===== config.mk =====
export PLATFORM = sky130hd
export DESIGN_NAME = cp0_random
export DESIGN_NICKNAME = d
export VERILOG_FILES = /design/src/rtl/cp0_random.sv
export SDC_FILE = /design/constraint.sdc
export NUM_CORES = 1
export LEC_CHECK = 0
export CAP_MARGIN = 10
export CORE_ASPECT_RATIO = 0.6
export CORE_MARGIN = 8
export CORE_UTILIZATION = 29
export DETAILED_ROUTE_END_ITERATION = 16
export PLACE_DENSITY = 0.81
export SYNTH_ARGS = -nofsm -noshare
export SYNTH_HDL_FRONTEND = slang
export SYNTH_SLANG_ARGS = --single-unit

===== constraint.sdc =====
create_clock -name clk -period 2.1 [get_ports clk]
set_clock_uncertainty 0.15 [all_clocks]
set_input_delay 0.315 -clock clk [delete_from_list [all_inputs] [get_ports clk]]
set_output_delay 0.315 -clock clk [all_outputs]
set_load 0.1 [all_outputs]

===== src/rtl/cp0_random.sv =====
// CP0 Random register (reg 1).
// Down-counter over [lb, TLB_ENTRIES-1] that supplies the TLBWR replacement
// index through a one-cycle req/ack handshake and the MFC0 read value.
// The lower bound lb comes from CP0 Wired. A Wired value that is out of
// range is clamped to the top entry and flagged on wired_bad.
//
// state | meaning
// ------+--------------------------------------------------------------
// IDLE  | waiting for tlbwr_req; a stall freezes the counter
// GRANT | tlbwr_ack high for one cycle; the counter always advances
module cp0_random #(
  parameter int TLB_ENTRIES = 16,
  parameter int IDX_W       = 4
) (
  input  logic             clk,
  input  logic             rst,
  input  logic             stall,
  input  logic             wired_we,
  input  logic [31:0]      wired,
  input  logic             tlbwr_req,
  output logic [31:0]      random,
  output logic             tlbwr_ack,
  output logic [IDX_W-1:0] tlbwr_idx,
  output logic             wired_bad
);

  localparam logic [IDX_W-1:0] TOP = IDX_W'(TLB_ENTRIES - 1);
  // One extra bit so the entry count itself is representable, e.g. 16 in 4-bit indices.
  localparam logic [IDX_W:0]   ENT = (IDX_W + 1)'(TLB_ENTRIES);

  typedef enum logic {IDLE = 1'b0, GRANT = 1'b1} state_t;

  state_t           state;
  logic [IDX_W-1:0] rnd;
  logic [IDX_W-1:0] wired_idx;
  logic [IDX_W-1:0] lb;
  logic             unused_wired;

  assign wired_idx    = wired[IDX_W-1:0];
  assign unused_wired = |wired[31:IDX_W];

  // Clamp an out-of-range Wired to the top entry so the counter stays legal.
  assign wired_bad = ({1'b0, wired_idx} >= ENT);
  assign lb        = wired_bad ? TOP : wired_idx;

  assign random = {{(32 - IDX_W){1'b0}}, rnd};

  // Counter: a Wired write reloads it, a stall holds it only in IDLE, otherwise it steps down and wraps.
  always_ff @(posedge clk or negedge rst) begin
    if (!rst) begin
      rnd <= TOP;
    end else if (wired_we) begin
      rnd <= TOP;
    end else if (stall && (state == IDLE)) begin
      rnd <= rnd;
    end else if (rnd <= lb) begin
      rnd <= TOP;
    end else begin
      rnd <= rnd - 1'b1;
    end
  end

  // Handshake FSM. A request that coincides with a Wired write is left
  // pending so that it picks up the reloaded top index on the next cycle.
  always_ff @(posedge clk or negedge rst) begin
    if (!rst) begin
      state     <= IDLE;
      tlbwr_ack <= 1'b0;
      tlbwr_idx <= '0;
    end else begin
      case (state)
        IDLE: begin
          if (tlbwr_req && !wired_we) begin
            state     <= GRANT;
            tlbwr_ack <= 1'b1;
            tlbwr_idx <= rnd;
          end else begin
            tlbwr_ack <= 1'b0;
          end
        end
        GRANT: begin
          state     <= IDLE;
          tlbwr_ack <= 1'b0;
        end
        default: begin
          state     <= IDLE;
          tlbwr_ack <= 1'b0;
        end
      endcase
    end
  end

endmodule


# [Word-level counts from Yosys, hierarchy flattened]
# Cells that the tools add are included.
[word_totals] input_bits=37 regBits=9 out_inout_bits=38
[op_classes] reduce_logical=4 n_bitwise=1 n_addsub=1 n_lt_le_gt_ge=1 muxes=5 n_eq_ne=1
[op_table] operator="4-bit two-way mux" n=3
[op_table] operator="4-bit <= comparator" n=1
[op_table] operator="4-bit by 1-bit subtractor with 4-bit output (second input constant)" n=1
[op_table] operator="1-bit logical AND" n=2
[op_table] operator="2-bit inequality test (second input constant)" n=1
[op_table] operator="1-bit one-hot mux with 2 select lines" n=1
[op_table] operator="2-bit AND reduction" n=1
[op_table] operator="1-bit logical NOT" n=1
[op_table] operator="1-bit two-way mux" n=1
[op_table] operator="1-bit NOT" n=1

# [Longest topological paths before layout]
[logic_depth] word_depth=4 ltp_mapped=6 depth_no_buf=6

# [Worst setup path after synthesis]
# Ideal clock, no wire load.
[synth_timing] path_type="flip-flop to flip-flop" start="register rnd[0]" end="register rnd[2]" slack_ns=-0.205 path_buffers=0 setup_time_ns=0.093 arrival_time_ns=2.062 stages_incl_launch_ff=7 path_cell_list="dfstp_2 > inv_1 > ha_1 > a41o_1 > or3b_1 > a21oi_1 > a211oi_2"
[synth_via] elab_chain_len=4 word_cells_on_any_way=5 classes_between="add/sub: 1; order compare: 1; mux: 3"
[synth_rtl] element="start, declared" line_no="34" rtl="logic [IDX_W-1:0] rnd;"
[synth_rtl] element="start signal, assigned" line_no="55" rtl="rnd <= rnd;"
[synth_rtl] element="start signal, assigned" line_no="59" rtl="rnd <= rnd - 1'b1;"
[synth_rtl] element="4-bit by 1-bit subtractor with 4-bit output / 4-bit <= comparator (equally long branches)" line_no="59, 56"
[synth_rtl] element="4-bit two-way mux *" line_no="56" rtl="end else if (rnd <= lb) begin"
[synth_rtl] element="4-bit two-way mux *" line_no="54" rtl="end else if (stall && (state == IDLE)) begin"
[synth_rtl] element="4-bit two-way mux *" line_no="52" rtl="end else if (wired_we) begin"
# Mark *: on every way between the ends. The rest lies on a longest branch, timed or not. The select of a mux whose other input is x is not followed.
# A chain may end at the register's enable or synchronous reset.

# [Final worst setup path]
[layout_timing] start="register rnd[3]" end="register rnd[2]"
[layout_via] elab_chain_len=4
[layout_rtl] element="4-bit <= comparator" line_no="56"
[layout_rtl] element="4-bit two-way mux" line_no="56"
[layout_rtl] element="4-bit two-way mux" line_no="54"
[layout_rtl] element="4-bit two-way mux" line_no="52"
# No other way between the ends. The select of a mux whose other input is x is not followed.

==> results.yml <==
global_routing:
  grt_antenna_before_repair: 0
  gr-total-overflow: 0
  grt_pass1_vias: 472
  grt_pass1_wl_microns: 2140
  grtUsageTotal_pct: 6.47
  grt_max_degree: 10
logic_synthesis:
  synth-edff-count: 0
  avgSynthCellArea_sq_um: 9.49
  synthTopCellsByArea: "buf_4 (30%), dfrtp_1 (17%), dfstp_2 (14%), ha_1 (8.6%), mux2_2 (6.2%)"
  yosys.area.top_type: "buf_4"
  ys.flop_type: "dfrtp_1"
  async_flop_share_pct: 100
  synth_seq_cells: 9
  yosys_warnings: 0
  synth_top_area_share_pct: 29.8
  synth.distinct_cells: 22
  synth_area_sq_um: 731
  synth_most_common_cell: "buf_4"
  ys_seq_area_share_pct: 31.5
  postSynthCellCount: 77
power:
  total_power_uw: 870
  max-vdd-ir-drop_v: 0.000221
  leakagePower_nw: 0.430
  power_density_nw_per_um2: 950
clocking:
  clock-sinks: 9
  clock_latency_ns: 0.24
  cts_setup_buffers: 0
  cts_inserted_buffers: 3
  hold_buffers: 0
  cts_tree: "yes"
  cts-root-buf: "clkbuf_8"
  cts_resized: 0
  htreeDepth: 1
  clkTransAtPathRegs_ns: 0.05
  cts_buffer_depth: 2
timing:
  min_period_ns: 1.96
  slew_violations: 0
  fin_crit_sh_pct: 93.2
  hold_violations: 0
  rsz0062_at_grt: "no"
  hold_ws_ns: 0.226
  fmax_mhz: 511
  worst_slack_ns: 0.142
  setup_viol_count_final: 0
min_path:
  min_path_type: "input pin to async pin"
layout:
  layout.nets: 140
  syn2layout_area_growth_pct: 25.3
  drive_above_1_share_pct: 25.8
  final_cells: 129
  n_antenna_cell: 0
route:
  route.detailed.drc: 0
  drtIter0Drc: 17
  wl_per_cell_microns: 11.7
  num_vias: 479
  totalWireLength_microns: 1500
  ant_nets: 0
  viasPerCell: 3.71
  firstDrtPassIters: 3
critical_path:
  path_max_fanout: 6
  critical_path.max_stage_delay_ns: 0.65
  crit_type: "register to register"
  ff2ff_setup_slack_ns: 0.14
  crit_slowest_cell: "dfstp_4"
  cp_top_family: "flip-flops"
  required_ns: 2.10
  start_kind: "register"
  worstPathCellList: "ha_1 -> a41o_1 -> or3b_1 -> a21oi_2 -> a211oi_2"
  end_kind: "register"
  worstRegToRegCells: 5
  path_buf_inv: 0
  reg2reg_from: "rnd[3]$_DFFE_PN1P_"
  cp.arrival_ns: 1.96
  reg2reg_to: "rnd[2]$_DFFE_PN1P_"
placed_design:
  pre_cts_ws_ns: -0.0515
  dp_hpwl_microns: 1300
  port_buffers: 17
  gp_congestion: 0.719
  dp.cells: 125
job:
  cap_violations: 0
floorplanning:
  rows: 14
  coreArea_sq_um: 2450
  start_util_pct: 29.8
  die_area_sq_um: 4430
  die_y_microns: 54.9
  fp.dieW_microns: 80.8
  pin_count: 75
outcome:
  status: "completed"
## layout by cell type (no fill, tap or decap), types with 2 or more instances in the layout
master	Yosys	layout
dfstp_4	0	4
buf_12	0	4
inv_1	5	4
buf_4	29	6
or3b_1	2	2
nor2_1	5	5
dfrtp_1	5	5
clkbuf_8	0	3
ha_1	5	5
clkdlybuf4s50_1	0	8
conb_1	1	29
a21oi_1	5	4
mux2_2	4	4
## sequential cells by signal, summed over array words and instances (netlist names)
| name | count |
|---|---|
| rnd | 4 |
| tlbwr_idx | 4 |
| state | 1 |
## layout make-up
| cell class | count | area [sq um] |
|---|---|---|
| fill | 254 | 1540 |
| multi-input combinational | 61 | 362 |
| sequential | 9 | 245 |
| timing repair buffer | 18 | 205 |
| clock buffer | 4 | 45.0 |
| tap | 32 | 40.0 |
| inverter | 5 | 18.8 |
## per-stage QoR
stage | util (%) | instance area, sq um | setup TNS [ns]
6_report | 37.3 | 916 | 0
5_1_grt | 37.3 | 916 | 0
4_1_cts | 37.3 | 916 | 0
3_5_place_dp | 35.5 | 871 | -0.0515
3_3_place_gp | 35.5 | 871 | -0.0375
2_1_floorplan | - | 855 | 0
## layer usage
layer / share of wire, % / global-route usage, % / up-vias
met5: 0 / 0 / -
met4: 1.3 / 3.53 / 0
met3: 13 / 2.95 / 3
met2: 53 / 11.7 / 24
met1: 33 / 6.30 / 214
li1: - / - / 238
## power breakdown
part           switching [mW]  internal, mW
clock                  0.0678         0.132
combinational           0.381        0.0738
sequential             0.0183         0.198
## logic make-up after synthesis
family	synth area share, %
other	0.513
AOI/OAI and AO/OA	9.07
adders and majority gates	8.56
buffers and inverters	33.9
DFF	31.5
and+or+nand+nor	10.3
muxes	6.16
## worst max path at each step
stage                       start  slack, ns  cells after the start                 end
6_report       rnd[3]$_DFFE_PN1P_       0.14                      5  rnd[2]$_DFFE_PN1P_
5_1_grt        rnd[0]$_DFFE_PN1P_       0.07                      6  rnd[2]$_DFFE_PN1P_
4_1_cts        rnd[0]$_DFFE_PN1P_       0.15                      6  rnd[2]$_DFFE_PN1P_
3_5_place_dp             wired[3]      -0.05                      7  rnd[2]$_DFFE_PN1P_
3_3_place_gp             wired[3]      -0.04                      7  rnd[2]$_DFFE_PN1P_
2_1_floorplan  rnd[3]$_DFFE_PN1P_     0.0004                      5  rnd[2]$_DFFE_PN1P_
Note: power is estimated with default switching activity, not from simulation.
